$ cat src/rtl/blink_pkg.sv
// Shared types for the blink/tick generator.
//   blink_mode_t : per-channel operating mode (OFF, TOGGLE, PULSE, ONESHOT)
//   os_state_t   : one-shot sequencing state (idle / running)
package blink_pkg;

    typedef enum logic [1:0] {
        MODE_OFF     = 2'd0,
        MODE_TOGGLE  = 2'd1,
        MODE_PULSE   = 2'd2,
        MODE_ONESHOT = 2'd3
    } blink_mode_t;

    typedef enum logic {
        OsIdle = 1'b0,
        OsRun  = 1'b1
    } os_state_t;

endpackage

$ cat src/rtl/blink_tick_gen_channel.sv
// One blink/tick channel: programmable terminal count, mode, and one-shot sequencer.
// Ports:
//   clk, reset        : clock, synchronous active-high reset
//   enable            : count enable
//   sync              : phase-align strobe (affects TOGGLE/PULSE only)
//   we                : config write for this channel
//   new_mode/new_term : config data
//   wave, tick, busy  : registered outputs
module blink_channel
    import blink_pkg::*;
#(
    parameter int unsigned      CNT_W    = 26,
    parameter logic [CNT_W-1:0] DEF_TERM = CNT_W'(26'h2600000),
    parameter blink_mode_t      DEF_MODE = MODE_TOGGLE
) (
    input  logic             clk,
    input  logic             reset,
    input  logic             enable,
    input  logic             sync,
    input  logic             we,
    input  blink_mode_t      new_mode,
    input  logic [CNT_W-1:0] new_term,
    output logic             wave,
    output logic             tick,
    output logic             busy
);

    logic [CNT_W-1:0] term_q, term_d;
    logic [CNT_W-1:0] cnt_q, cnt_d;
    blink_mode_t      mode_q, mode_d;
    os_state_t        state_q, state_d;
    logic             wave_q, wave_d;
    logic             tick_q, tick_d;
    logic             busy_q, busy_d;
    logic             hit;

    assign hit = enable && (cnt_q == term_q);

    always_comb begin
        term_d  = term_q;
        mode_d  = mode_q;
        cnt_d   = cnt_q;
        state_d = state_q;
        wave_d  = wave_q;
        busy_d  = busy_q;
        tick_d  = 1'b0;

        if (we) begin
            // A write always restarts the channel, even on a terminal cycle.
            term_d  = new_term;
            mode_d  = new_mode;
            cnt_d   = '0;
            wave_d  = (new_mode == MODE_ONESHOT);
            busy_d  = (new_mode == MODE_ONESHOT);
            state_d = (new_mode == MODE_ONESHOT) ? OsRun : OsIdle;
        end else begin
            case (mode_q)
                MODE_TOGGLE, MODE_PULSE: begin
                    busy_d  = 1'b0;
                    state_d = OsIdle;
                    if (sync) begin
                        cnt_d  = '0;
                        wave_d = 1'b0;
                    end else if (hit) begin
                        cnt_d  = '0;
                        tick_d = 1'b1;
                        wave_d = (mode_q == MODE_TOGGLE) ? ~wave_q : 1'b1;
                    end else begin
                        if (enable) begin
                            cnt_d = cnt_q + CNT_W'(1);
                        end
                        // PULSE wave mirrors tick, so it drops on any non-terminal cycle.
                        if (mode_q == MODE_PULSE) begin
                            wave_d = 1'b0;
                        end
                    end
                end
                MODE_ONESHOT: begin
                    if (state_q == OsRun) begin
                        if (hit) begin
                            state_d = OsIdle;
                            cnt_d   = '0;
                            wave_d  = 1'b0;
                            busy_d  = 1'b0;
                            tick_d  = 1'b1;
                        end else if (enable) begin
                            cnt_d = cnt_q + CNT_W'(1);
                        end
                    end else begin
                        cnt_d  = '0;
                        wave_d = 1'b0;
                        busy_d = 1'b0;
                    end
                end
                default: begin // MODE_OFF
                    cnt_d   = '0;
                    wave_d  = 1'b0;
                    busy_d  = 1'b0;
                    state_d = OsIdle;
                end
            endcase
        end
    end

    always_ff @(posedge clk) begin
        if (reset) begin
            term_q  <= DEF_TERM;
            mode_q  <= DEF_MODE;
            cnt_q   <= '0;
            state_q <= OsIdle;
            wave_q  <= 1'b0;
            tick_q  <= 1'b0;
            busy_q  <= 1'b0;
        end else begin
            term_q  <= term_d;
            mode_q  <= mode_d;
            cnt_q   <= cnt_d;
            state_q <= state_d;
            wave_q  <= wave_d;
            tick_q  <= tick_d;
            busy_q  <= busy_d;
        end
    end

    assign wave = wave_q;
    assign tick = tick_q;
    assign busy = busy_q;

endmodule

$ cat src/rtl/blink_tick_gen.sv
// Multi-channel blink/tick generator for the clock-adjust UI.
// Ports:
//   clk, reset : clock, synchronous active-high reset
//   enable     : global count enable, fanned out to all channels
//   sync       : phase-align strobe for all TOGGLE/PULSE channels
//   cfg_we     : config write strobe; cfg_ch selects channel, out-of-range ignored
//   cfg_mode   : 0 OFF, 1 TOGGLE, 2 PULSE, 3 ONESHOT
//   cfg_term   : terminal count value
//   wave/tick/busy : per-channel registered outputs
module blink_tick_gen
    import blink_pkg::*;
#(
    parameter int unsigned      CNT_W    = 26,
    parameter int unsigned      N_CH     = 4,
    parameter logic [CNT_W-1:0] DEF_TERM = CNT_W'(26'h2600000),
    parameter blink_mode_t      DEF_MODE = MODE_TOGGLE,
    localparam int unsigned     CH_W     = (N_CH > 1) ? $clog2(N_CH) : 1
) (
    input  logic             clk,
    input  logic             reset,
    input  logic             enable,
    input  logic             sync,
    input  logic             cfg_we,
    input  logic [CH_W-1:0]  cfg_ch,
    input  logic [1:0]       cfg_mode,
    input  logic [CNT_W-1:0] cfg_term,
    output logic [N_CH-1:0]  wave,
    output logic [N_CH-1:0]  tick,
    output logic [N_CH-1:0]  busy
);

    logic [N_CH-1:0] ch_we;

    for (genvar i = 0; i < N_CH; i++) begin : g_ch
        // cfg_ch values >= N_CH match no channel, so such writes are dropped.
        assign ch_we[i] = cfg_we && (cfg_ch == CH_W'(i));

        blink_channel #(
            .CNT_W    (CNT_W),
            .DEF_TERM (DEF_TERM),
            .DEF_MODE (DEF_MODE)
        ) u_channel (
            .clk      (clk),
            .reset    (reset),
            .enable   (enable),
            .sync     (sync),
            .we       (ch_we[i]),
            .new_mode (blink_mode_t'(cfg_mode)),
            .new_term (cfg_term),
            .wave     (wave[i]),
            .tick     (tick[i]),
            .busy     (busy[i])
        );
    end

endmodule

$ cat config.mk
export PLATFORM = sky130hd
export DESIGN_NAME = blink_tick_gen
export DESIGN_NICKNAME = d
export VERILOG_FILES = /design/src/rtl/blink_pkg.sv /design/src/rtl/blink_tick_gen_channel.sv /design/src/rtl/blink_tick_gen.sv
export SDC_FILE = /design/constraint.sdc
export NUM_CORES = 1
export LEC_CHECK = 0
export CAP_MARGIN = 5
export CELL_PAD_IN_SITES_DETAIL_PLACEMENT = 1
export CELL_PAD_IN_SITES_GLOBAL_PLACEMENT = 1
export CORE_ASPECT_RATIO = 1.1
export CORE_MARGIN = 1
export CORE_UTILIZATION = 50
export CTS_CLUSTER_SIZE = 20
export DETAILED_ROUTE_END_ITERATION = 10
export PLACE_DENSITY = 0.95
export SLEW_MARGIN = 5
export SYNTH_ARGS = -nofsm -noshare
export SYNTH_HDL_FRONTEND = slang
export SYNTH_SLANG_ARGS = --single-unit
$ cat constraint.sdc
create_clock -name clk -period 5.5 [get_ports clk]
set_input_delay 1.375 -clock clk [delete_from_list [all_inputs] [get_ports clk]]
set_output_delay 1.375 -clock clk [all_outputs]
set_load 0.005 [all_outputs]
# Word level (Yosys, flattened, before mapping)
# Index checks and enable logic that the tools add are counted.
[totals]
reg_bits = 232
latch_bits = 0
ramBits = 0
romBits = 0
elab_cells = 178
memories = 0
[classes]
add_sub_neg = 4
n_mul = 0
n_div = 0
n_lt_le_gt_ge = 0
n_eq_ne = 28
shift = 0
mux = 93
bitwise_logic = 4
reduce_logical = 21
[op_table]
columns = ["op", "n"]
rows = [
  ["$mux 26", 16],
  ["$pmux 26 s2", 4],
  ["$add 26x1->26 const B", 4],
  ["$eq 26x26->1", 4],
  ["$mux 1", 65],
  ["$eq 2x2->1 const B", 11],
  ["$ne 5x2->1 const B", 4],
  ["$ne 4x3->1 const B", 4],
  ["$pmux 1 s2", 8],
  ["$reduce_or 2->1", 8],
  ["$eq 2x1->1 const B", 5],
  ["$logic_and 1x1->1", 8],
  ["$reduce_and 2->1", 4],
  ["$not 1->1", 4],
  ["$logic_not 2->1", 1],
]

# Depth between registers and ports, before layout
# Gate-level depths: netlist of run 1.
[depth]
ltp_word = 6
ltp_mapped = 8
ltp_nobuf = 7

# Hierarchy
# From an unflattened synthesis of run 1, not the netlist that was laid out.
[hier_totals]
hier_cells = 1161
hier_area_um2 = 11024.3
[by_module_without_submodules]
columns = ["mod", "instances", "cells_each", "area_each_um2", "seq_area_each_um2"]
rows = [
  ["blink_channel (g_ch[0].u_channel ...)", 3, 288, 2756.4, 1161.1],
  ["blink_channel (g_ch[3].u_channel)", 1, 293, 2717.6, 1161.1],
  ["blink_tick_gen", 1, 4, 37.5, 0.0],
]

# Worst setup path after synthesis of run 1
# No wires, ideal clock.
[synth_timing]
path_type = "in2reg"
start = "in enable"
end = "reg g_ch[3].u_channel.cnt_q[24]"
t_arrival_ns = 2.853
slack_ns = 2.532
path_stages = 7
cell_sequence = "o21ai_0 -> or4_1 -> or4_1 -> buf_2 -> nand4_4 -> buf_6 -> nor2_1"
[synth_via]
elab_chain_cells = 4
elab_cells_between_ends = 6
classes_between = "mux: 5; reduce/logical: 1"
[synth_lines]
columns = ["item", "line_no", "source"]
rows = [
  ["from (decl)", "blink_tick_gen.sv:21", "input logic enable,"],
  ["$mux 26 or $logic_and 1x1->1 (tied branches)", "-", ""],
  ["$mux 26 *", "blink_tick_gen_channel.sv:64", "end else if (hit) begin"],
  ["$mux 26, on equally long branches", "blink_tick_gen_channel.sv:79, blink_tick_gen_channel.sv:61", ""],
  ["$pmux 26 s2 *", "blink_tick_gen_channel.sv:57", "case (mode_q)"],
  ["to (signal assigned)", "blink_tick_gen_channel.sv:117", "cnt_q <= cnt_d;"],
  ["to (decl)", "blink_tick_gen_channel.sv:29", "logic [CNT_W-1:0] cnt_q, cnt_d;"],
]
# Mark *: on every way between the ends. The rest lies on a longest branch, timed or not.
# A chain may end at the register's enable or synchronous reset.

# Worst setup path in the final report of run 1
[layout_timing]
start = "in enable"
end = "reg g_ch[0].u_channel.cnt_q[21]"
[layout_via]
elab_chain_cells = 4
elab_cells_between_ends = 6
classes_between = "mux: 5; reduce/logical: 1"
[layout_lines]
columns = ["item", "line_no", "source"]
rows = [
  ["$mux 26 or $logic_and 1x1->1 (tied branches)", "-", ""],
  ["$mux 26 *", "blink_tick_gen_channel.sv:80", "if (hit) begin"],
  ["$mux 26, on equally long branches", "blink_tick_gen_channel.sv:79, blink_tick_gen_channel.sv:61", ""],
  ["$pmux 26 s2 *", "blink_tick_gen_channel.sv:57", ""],
  ["to (signal assigned)", "blink_tick_gen_channel.sv:117", ""],
  ["to (decl)", "blink_tick_gen_channel.sv:29", ""],
]
# Marked as above.

==> results of run 1 <==
==> layout make-up <==
class / count / area [um^2]
Clock inverter: 9 / 124
Timing Repair Buffer: 53 / 510
Clock buffer: 36 / 727
Tap cell: 256 / 320
Inverter: 22 / 82.6
Sequential cell: 232 / 4640
Multi-Input combinational cell: 946 / 5490
Fill cell: 2417 / 8740
==> through the flow <==
stage / instance area [um^2] / std cells
2_1_floorplan: 10600 / 1277
3_3_place_gp: 11000 / 1509
3_5_place_dp: 11000 / 1509
4_1_cts: 11900 / 1554
5_1_grt: 11900 / 1554
6_report: 11900 / 1554
==> metal layers <==
metal / part of all wire, % / track usage [%] / up-vias
li1: - / - / 4219
met1: 38 / 40.0 / 4703
met2: 47 / 58.7 / 427
met3: 6.9 / 7.24 / 194
met4: 8.2 / 28.0 / 2
met5: 0.024 / 0 / -
==> registers in the layout, indices dropped and copies added, names as in the netlist <==
| name | flops |
|---|---|
| g_ch.u_channel.busy | 4 |
| g_ch.u_channel.state_q | 4 |
| g_ch.u_channel.wave | 4 |
| g_ch.u_channel.mode_q | 8 |
| g_ch.u_channel.term_q | 104 |
| g_ch.u_channel.tick | 4 |
| g_ch.u_channel.cnt_q | 104 |
==> where the power goes <==
group	switching, W	total, W	internal (W)
Combinational	0.000173	0.000259	0.0000862
Clock	0.000741	0.00180	0.00106
Sequential	0.0000329	0.00175	0.00171
Total	0.000948	0.00380	0.00286
==> worst register-to-register path, cell delays in order, from the launching register on <==
cell      delay [ns]
dfxtp_1         0.34
xnor2_1         0.25
nand4_1         0.17
nor4_1          0.45
nand4_1         0.32
nand2b_1        0.88
nor2_1          0.19
==> cell usage in the layout (no fill, tap or decap), drive strengths merged, types with 3 or more instances in the layout <==
master and instances:
dfxtp 232, xor2 101, nand2 266, a211o 7
and4 7, nand2b 7, clkdlybuf4s50 45, nor2b 6
bufinv 3, and3 25, nand3 38, and2 6
ha 20, inv 23, nand4 48, clkinv 5
nor2 136, o21ai 5, nor3 16, xnor2 96
buf 8, or4 3, clkbuf 36, a21oi 103
nand3b 13, mux2i 4, nor4 15, a311oi 3
==> how the worst max path moves through the flow <==
stage | from | endpoint | slack, ns | cells after the start
6_report | enable | g_ch[0].u_channel.cnt_q[21] | 1.63 | 7
5_1_grt | enable | g_ch[1].u_channel.cnt_q[2] | 1.39 | 7
4_1_cts | enable | g_ch[0].u_channel.cnt_q[21] | 1.73 | 7
3_5_place_dp | enable | g_ch[0].u_channel.cnt_q[25] | 1.30 | 8
3_3_place_gp | enable | g_ch[3].u_channel.cnt_q[10] | 1.42 | 6
2_1_floorplan | enable | g_ch[3].u_channel.cnt_q[24] | 2.53 | 7
==> logic make-up (layout without fill, tap and decap cells) <==
kind of cell	after synthesis	count (layout)	synth area share, %
xor gates and xnor gates	197	197	16.3
muxes	4	4	0.379
buffers and inverters	99	120	4.12
AOI/OAI and AO/OA	130	130	7.01
DFF	232	232	44.0
and+or+nand+nor	595	595	25.8
adders and majority gates	20	20	2.37
==> summary.md, run 1 <==
| Metric | Value |
|---|---|
| GPL Wtd Cong | 0.950 |
| Cell Area, Synth | 10,600 um^2 |
| Worst Hold Class | reg2reg |
| H-tree depth | 1 |
| CTS Hold Bufs | 0 |
| Num CTS Buffers | 25 |
| Worst-case clock buffer depth | 3 |
| Finished Core Util | 57.6% |
| Top FF cell, synth | dfxtp_1 |
| Max transition margin | 22.7% |
| Post_cts resized | 0 |
| Initial antenna violation count | 1 |
| # setup viols final | 0 |
| Ant. Diodes | 0 |
| Critical path cell sequence | clkdlybuf4s50_1 > buf_4 > nand4_1 > nor4_1 > nand3_1 > nand2_1 > nor2_1 |
| WHS Path Cells | 2 |
| Core area | 20,600 um^2 |
| Final clock skew | 0.0111 ns |
| Overflow after GRT | 0 |
| Clk slew on worst S/H paths | 0.06 ns |
| Slew Viols, Final | 0 |
| Worst R2R Start | g_ch[2].u_channel.term_q[25] |
| Worst Slack Setup Final | 1.63 ns |
| Post-CTS Setup Bufs | 0 |
| RR Endpoint | g_ch[2].u_channel.cnt_q[4] |
| Sequential fraction of the synthesis area | 44.0% |
| Drt pass-1 iters | 5 |
| Max Cap Violations | 0 |
| Reg-to-reg slack, setup | 2.74 ns |
| Die ar. | 21,700 um^2 |
| CP delay by family, top | simple AND/OR/NAND/NOR gates |
| Hold path endpoint | g_ch[2].u_channel.term_q[7] |
| Post-Syn Nets | 1,332 |
| Pwr dens | 320 nW/um^2 |
| Top cell type's share of synthesized area | 44.0% |
| Count leader, synth | nand2_1 |
| WP data required | 5.88 ns |
| Layout cells sized above 1 | 4.47% |
| CTS Sinks | 232 |
| Routed wire per std cell | 24.4 um |
| Synth area leaders | dfxtp_1 44%, nand2_1 9.5%, xor2_1 8.4% |
| Routed wire length | 37.9 mm |
| FP Rows | 55 |
| Total chip power | 0.00380 W |
| Chip height | 154 um |
| Worst-skew pair later-pin latency | 0.54 ns |
| Mean Syn Cell Area | 8.27 um^2 |
| Final min period | 3.87 ns |
| # DRC | 0 |
| Final antenna-violating net count | 0 |
| I/O pin count | 47 |
| Vias in the first global route | 10.3k |
| Post-synth EDFFs | 0 |
| Period utilization | 70.4% |
| CTS tree | done |
| Status | finished clean |
| CP Buf/Inv Count | 2 |
| Worst Tran Pin Value | 1.16 ns |
| RSZ-0062 raised after global routing | no |
| Seq cells post-synth | 232 |
| Synth cell count leaders | 266 x nand2_1, 232 x dfxtp_1, 136 x nor2_1, 102 x a21oi_1, 101 x xor2_1 |
| Routed via count | 9,545 |
| Hold_sp | g_ch[2].u_channel.term_q[7] |
| F_max | 0.258 GHz |
| Netlist cell types | 51 |
| IO buf count | 46 |
| Setup TNS | 0 ns |
| R2R depth | 6 |
| First DRT Iteration DRCs | 786 |
| Post-synth top area cell | dfxtp_1 |
| Pin count of the biggest net entering global routing | 75 |
| Pleak | 4.32 nW |
| All-Layer GR Usage | 35.5% |
| First-pass GRT wire length | 58.9 mm |
| Crit path kind | in2reg |
| Synthesis warning total | 0 |
| Post-Place Setup Slack | 1.30 ns |
| DP Wirelength | 22.8 mm |
| Largest fanout on the critical path | 25 |
| Synth-to-Final Area Change | 12.6% |
| Chip Width | 141 um |
| Vias/cell | 6.14 |
| Asr flop ratio synth | 0% |
| Nets | 1,335 |
| Initial core utilization | 51.2% |
| Worst path max stage delay | 0.77 ns |
| CP Launch Type | input pin |
| CP Capture Type | register |
| Hold Fails Final Rpt | 0 |
| CP arrival | 4.26 ns |
| Synthesized instance count | 1,277 |
| Peak supply drop | 0.000252 V |
| Critical-path top delay cell | clkdlybuf4s50_1 |
| Root Buffer | clkbuf_16 |
| Hold slack | 0.474 ns |
Power figures use the tool's default switching activity.
==> run 2, diff against run 1 <==
--- a/config.mk
+++ b/config.mk
@@ -10,10 +10,10 @@
 export CELL_PAD_IN_SITES_GLOBAL_PLACEMENT = 1
 export CORE_ASPECT_RATIO = 1.1
 export CORE_MARGIN = 1
-export CORE_UTILIZATION = 50
+export CORE_UTILIZATION = 42
 export CTS_CLUSTER_SIZE = 20
 export DETAILED_ROUTE_END_ITERATION = 10
-export PLACE_DENSITY = 0.95
+export PLACE_DENSITY = 0.86
 export SLEW_MARGIN = 5
 export SYNTH_ARGS = -nofsm -noshare
 export SYNTH_HDL_FRONTEND = slang
==> constraint.sdc (replaced) <==
create_clock -name clk -period 3.3 [get_ports clk]
set_input_delay 0.825 -clock clk [delete_from_list [all_inputs] [get_ports clk]]
set_output_delay 0.825 -clock clk [all_outputs]
set_load 0.005 [all_outputs]
==> run 2 against run 1 <==
Compared with the run above:
- combinational power grew 57%
- count of clock-buffer cells in the layout shrank 2
- worst setup slack lost 0.92 ns
- via count shrank 7.8%
- critical path type unchanged
- largest power group is now sequential cells
==> summary.md, run 2 (synthesis gave the netlist of run 1 again) <==
| Metric | Value |
|---|---|
| Fillcell total | 2,922 |
| CTS Sinks | 232 |
| CP Capture Type | register |
| CTS Hold Bufs | 0 |
| RSZ-0062 raised after global routing | no |
| Clk slew on worst S/H paths | 0.06 ns |
| Final antenna-violating net count | 0 |
| Max Cap Violations | 0 |
| Ant. Diodes | 0 |
| Routed wire length | 30.7 mm |
| Die ar. | 25,800 um^2 |
| Routed wire per std cell | 18.9 um |
| First DRT Iteration DRCs | 387 |
| CP arrival | 2.97 ns |
| CTS tree | done |
| Area of the multi-input gates | 5490 um^2 |
| # DRC | 0 |
| H-tree depth | 1 |
| Chip Width | 153 um |
| # setup viols final | 0 |
| Overflow after GRT | 0 |
| Worst Tran Pin Value | 0.687 ns |
| Most frequent cells in the layout | 266 x nand2_1, 232 x dfxtp_1, 135 x nor2_1 |
| Worst-skew pair later-pin latency | 0.53 ns |
| DP Area | 11,300 um^2 |
| Period utilization | 78.5% |
| Post-CTS Setup Bufs | 0 |
| Root Buffer | clkbuf_16 |
| Biggest regs | g_ch.u_channel.cnt_q: 104 flops, g_ch.u_channel.term_q: 104 flops, g_ch.u_channel.mode_q: 8 flops |
| Finished Core Util | 49.3% |
| Routed via count | 8,797 |
| Final std cells w/o fill | 1,624 |
| Num CTS Buffers | 25 |
| Vias/cell | 5.42 |
| Design Area, Final | 12,100 um^2 |
| I/O pin count | 47 |
| F_max | 0.386 GHz |
| Nets | 1,351 |
| Final min period | 2.59 ns |
| Pin count of the biggest net entering global routing | 73 |
| Layout cells sized above 1 | 5.71% |
| Worst-case clock buffer depth | 3 |
| Setup TNS | 0 ns |
| DP Wirelength | 21.2 mm |
| Initial core utilization | 43.0% |
| GPL Wtd Cong | 0.819 |
| Placed cells | 1,579 |
| All-Layer GR Usage | 24.1% |
| Largest fanout on the critical path | 5 |
| Max transition margin | 54.2% |
| Chip height | 168 um |
| Synth-to-Final Area Change | 14.5% |
| FF+latch area | 4640 um^2 |
| First-pass GRT wire length | 49.3 mm |
| Status | finished clean |
| Post_cts resized | 0 |
| CP Launch Type | input pin |
| Peak supply drop | 0.000358 V |
| Drt pass-1 iters | 4 |
| FP Rows | 60 |
| Initial antenna violation count | 0 |
| Hold Fails Final Rpt | 0 |
| Final clock skew | 0.0128 ns |
| Core area | 24,500 um^2 |
| Crit path kind | in2reg |
| Most common cell after layout, fill and taps aside | nand2_1 |
| Total chip power | 0.00612 W |
| Pleak | 4.41 nW |
| Slew Viols, Final | 0 |
| Pwr dens | 506 nW/um^2 |
| Vias in the first global route | 9,392 |
| IO buf count | 46 |
| Worst Hold Class | reg2reg |
| WP data required | 3.68 ns |
[run 2: cell count changes in the layout (fill, tap and decap cells not counted), sizes merged]
cell and delta:
bufinv -1, clkbuf -2, buf +16, clkinv +3
[run 2: final cells by class]
| type | instances | area share (%) |
|---|---|---|
| clock buffer | 34 | 5.87 |
| clock inverter | 11 | 0.900 |
| inverter | 22 | 0.683 |
| multi-input combinational | 946 | 45.4 |
| sequential | 232 | 38.4 |
| tap | 310 | 3.21 |
| timing repair buffer | 69 | 5.53 |
[run 2: critical path, stage by stage]
cell	delay, ns
clkdlybuf4s50_1	0.53
o21ai_0	0.10
or4_1	0.52
or4_1	0.56
buf_4	0.19
a31oi_1	0.19
nor2_1	0.06
[run 2: metrics by stage]
| stage | hold WS, ns | setup slack (ns) |
|---|---|---|
| 6_report | 0.468 | 0.710 |
| 5_1_grt | 0.491 | 0.617 |
| 3_3_place_gp | 0.443 | 0.230 |
| 2_1_floorplan | 0.436 | 0.882 |
| 3_5_place_dp | 0.459 | 0.191 |
| 4_1_cts | 0.471 | 0.727 |
[run 2: final timing paths]
path                                start                      endpoint  slack (ns)  depth (start not counted)
max                                enable        g_ch[3].u_channel.busy        0.71                          7
min          g_ch[2].u_channel.term_q[11]  g_ch[2].u_channel.term_q[11]        0.47                          2
max reg2reg    g_ch[3].u_channel.cnt_q[0]        g_ch[3].u_channel.busy        0.92                          7
min reg2reg  g_ch[2].u_channel.term_q[11]  g_ch[2].u_channel.term_q[11]        0.47                          2
[run 2: power by group]
group / leakage, nW / switching, W / internal, W
Clock: 0.413 / 0.00116 / 0.00166
Combinational: 2.12 / 0.000254 / 0.000153
Sequential: 1.88 / 0.0000473 / 0.00286
[run 2: layer usage]
metal | track usage [%] | part of all wire, %
met5 | 0 | 0
met3 | 3.09 | 4.2
met1 | 28.3 | 41
met4 | 11.7 | 4.5
met2 | 43.3 | 50
==> run 3, diff against run 2 <==
--- a/config.mk
+++ b/config.mk
@@ -10,10 +10,10 @@
 export CELL_PAD_IN_SITES_GLOBAL_PLACEMENT = 1
 export CORE_ASPECT_RATIO = 1.1
 export CORE_MARGIN = 1
-export CORE_UTILIZATION = 42
+export CORE_UTILIZATION = 46
 export CTS_CLUSTER_SIZE = 20
 export DETAILED_ROUTE_END_ITERATION = 10
-export PLACE_DENSITY = 0.86
+export PLACE_DENSITY = 0.89
 export SLEW_MARGIN = 5
 export SYNTH_ARGS = -nofsm -noshare
 export SYNTH_HDL_FRONTEND = slang
==> constraint.sdc (replaced) <==
create_clock -name clk -period 2.57 [get_ports clk]
set_input_delay 0.6425 -clock clk [delete_from_list [all_inputs] [get_ports clk]]
set_output_delay 0.6425 -clock clk [all_outputs]
set_load 0.005 [all_outputs]
==> run 3 against run 2 <==
Compared with the run above:
- critical path depth is 2 higher
- routed wire length is 12% higher
- total power grew 28%
- clock power grew 26%
- highest routed layer unchanged
- count of clock-buffer cells in the layout is 2 higher
- non-clock buffer count grew 28
- clock skew grew 0.010 ns
- sequential power is 29% higher
==> summary.md, run 3 (synthesis gave the netlist of run 1 again) <==
| Metric | Value |
|---|---|
| WP data required | 2.98 ns |
| Largest fanout on the critical path | 26 |
| Biggest regs | g_ch.u_channel.cnt_q: 104 flops, g_ch.u_channel.term_q: 104 flops, g_ch.u_channel.mode_q: 8 flops |
| Max Cap Violations | 0 |
| Root Buffer | clkbuf_16 |
| Chip height | 161 um |
| CP dominant cell by count | nand4_1 |
| Placed cells | 1,592 |
| Pwr dens | 638 nW/um^2 |
| Final min period | 2.40 ns |
| Num CTS Buffers | 25 |
| Final clock skew | 0.0233 ns |
| Routed wire per std cell | 21.0 um |
| Overflow after GRT | 0 |
| Most common cell after layout, fill and taps aside | nand2_1 |
| WHS Path Cells | 2 |
| Worst Slack Setup Final | 0.173 ns |
| Routed wire length | 34.3 mm |
| RSZ-0062 raised after global routing | no |
| DP Wirelength | 22.7 mm |
| Critical path cell sequence | clkdlybuf4s50_1 > buf_4 > buf_4 > nand4_1 > nor4_1 > nand4_1 > nand4_1 > buf_12 > nor2_1 |
| CP Capture Type | register |
| Worst Tran Pin Value | 0.538 ns |
| Post-Place Setup Slack | -0.361 ns |
| Worst-skew pair later-pin latency | 0.54 ns |
| Reg-to-reg slack, setup | 0.23 ns |
| CTS Sinks | 232 |
| Worst Hold Class | reg2reg |
| IO buf count | 46 |
| Final std cells w/o fill | 1,637 |
| Final antenna-violating net count | 0 |
| Vias in the first global route | 10.1k |
| GPL Wtd Cong | 0.846 |
| Hold path endpoint | g_ch[3].u_channel.term_q[16] |
| # setup viols final | 0 |
| Clk slew on worst S/H paths | 0.06 ns |
| Worst path max stage delay | 0.49 ns |
| Status | finished clean |
| CP arrival | 2.81 ns |
| Finished Core Util | 55.0% |
| CTS Hold Bufs | 0 |
| # DRC | 0 |
| Post_cts resized | 0 |
| DP Area | 11,500 um^2 |
| Die ar. | 23,600 um^2 |
| Most frequent cells in the layout | 266 x nand2_1, 232 x dfxtp_1, 135 x nor2_1 |
| All-Layer GR Usage | 29.6% |
| FF+latch area | 4640 um^2 |
| CP Launch Type | input pin |
| RR Endpoint | g_ch[3].u_channel.state_q |
| Design Area, Final | 12,300 um^2 |
| Max transition margin | 64.1% |
| Initial core utilization | 47.3% |
| Period utilization | 93.3% |
| R2R depth | 7 |
| Fillcell total | 2,633 |
| First DRT Iteration DRCs | 504 |
| Synth-to-Final Area Change | 16.2% |
| Worst-case clock buffer depth | 3 |
| Hold Fails Final Rpt | 0 |
| Vias/cell | 5.69 |
| H-tree depth | 1 |
| Worst R2R Start | g_ch[3].u_channel.cnt_q[23] |
| Pin count of the biggest net entering global routing | 43 |
| FP Rows | 57 |
| Pleak | 4.53 nW |
| Routed via count | 9,312 |
| Layout cells sized above 1 | 7.45% |
| Core area | 22,300 um^2 |
| Peak supply drop | 0.000485 V |
| Crit path kind | in2reg |
| Area of the multi-input gates | 5490 um^2 |
| Ant. Diodes | 0 |
| CTS tree | done |
| Drt pass-1 iters | 7 |
| Initial antenna violation count | 0 |
| F_max | 0.417 GHz |
| First-pass GRT wire length | 54.7 mm |
| Nets | 1,379 |
| Slew Viols, Final | 0 |
| Hold_sp | g_ch[3].u_channel.term_q[16] |
| Total chip power | 0.00784 W |
| I/O pin count | 47 |
| Chip Width | 146 um |
| Post-CTS Setup Bufs | 0 |
| Critical-path top delay cell | clkdlybuf4s50_1 |
## run 3: per-stage QoR
step | setup TNS (ns) | hold slack [ns]
after floorplan | 0 | 0.436
after global placement | -9.43 | 0.446
after detailed placement | -19.58 | 0.460
after CTS | 0 | 0.472
after global routing | 0 | 0.492
final | 0 | 0.472
## run 3: how the worst max path moves through the flow
stage / startpoint / to / slack (ns) / cells past startpoint
final: enable / g_ch[1].u_channel.cnt_q[0] / 0.17 / 9
after global placement: enable / g_ch[3].u_channel.wave / -0.24 / 7
after CTS: enable / g_ch[1].u_channel.wave / 0.20 / 8
after floorplan: enable / g_ch[3].u_channel.cnt_q[24] / 0.33 / 7
after global routing: enable / g_ch[1].u_channel.cnt_q[6] / 0.08 / 9
after detailed placement: enable / g_ch[1].u_channel.wave / -0.36 / 8
## run 3: area by class of cell
type,count,share of cell area (%)
multi-input cells,946,44.7
flip-flops and latches,232,37.8
repair buffers,97,7.46
clock buffers,36,5.76
well taps,295,3.01
inverters,22,0.672
clock inverters,9,0.571
## run 3: critical path, delay by kind of cell
kind | cells | cell delay [ns]
buf+inv | 4 | 1.15
simple gates | 5 | 0.99
## run 3: power breakdown
group | total [W] | switching [W] | internal [W] | leakage (nW)
registers | 0.00373 | 0.0000651 | 0.00367 | 1.88
logic | 0.000579 | 0.000362 | 0.000217 | 2.26
clock network | 0.00353 | 0.00153 | 0.00200 | 0.391
## run 3: layer usage
| layer | up-vias | track usage, % | part of all wire, % |
|---|---|---|---|
| met4 | 0 | 19.2 | 7.1 |
| li1 | 4305 | - | - |
| met2 | 252 | 51.1 | 49 |
| met5 | - | 0 | 0 |
| met3 | 139 | 5.51 | 5.1 |
| met1 | 4616 | 33.3 | 39 |
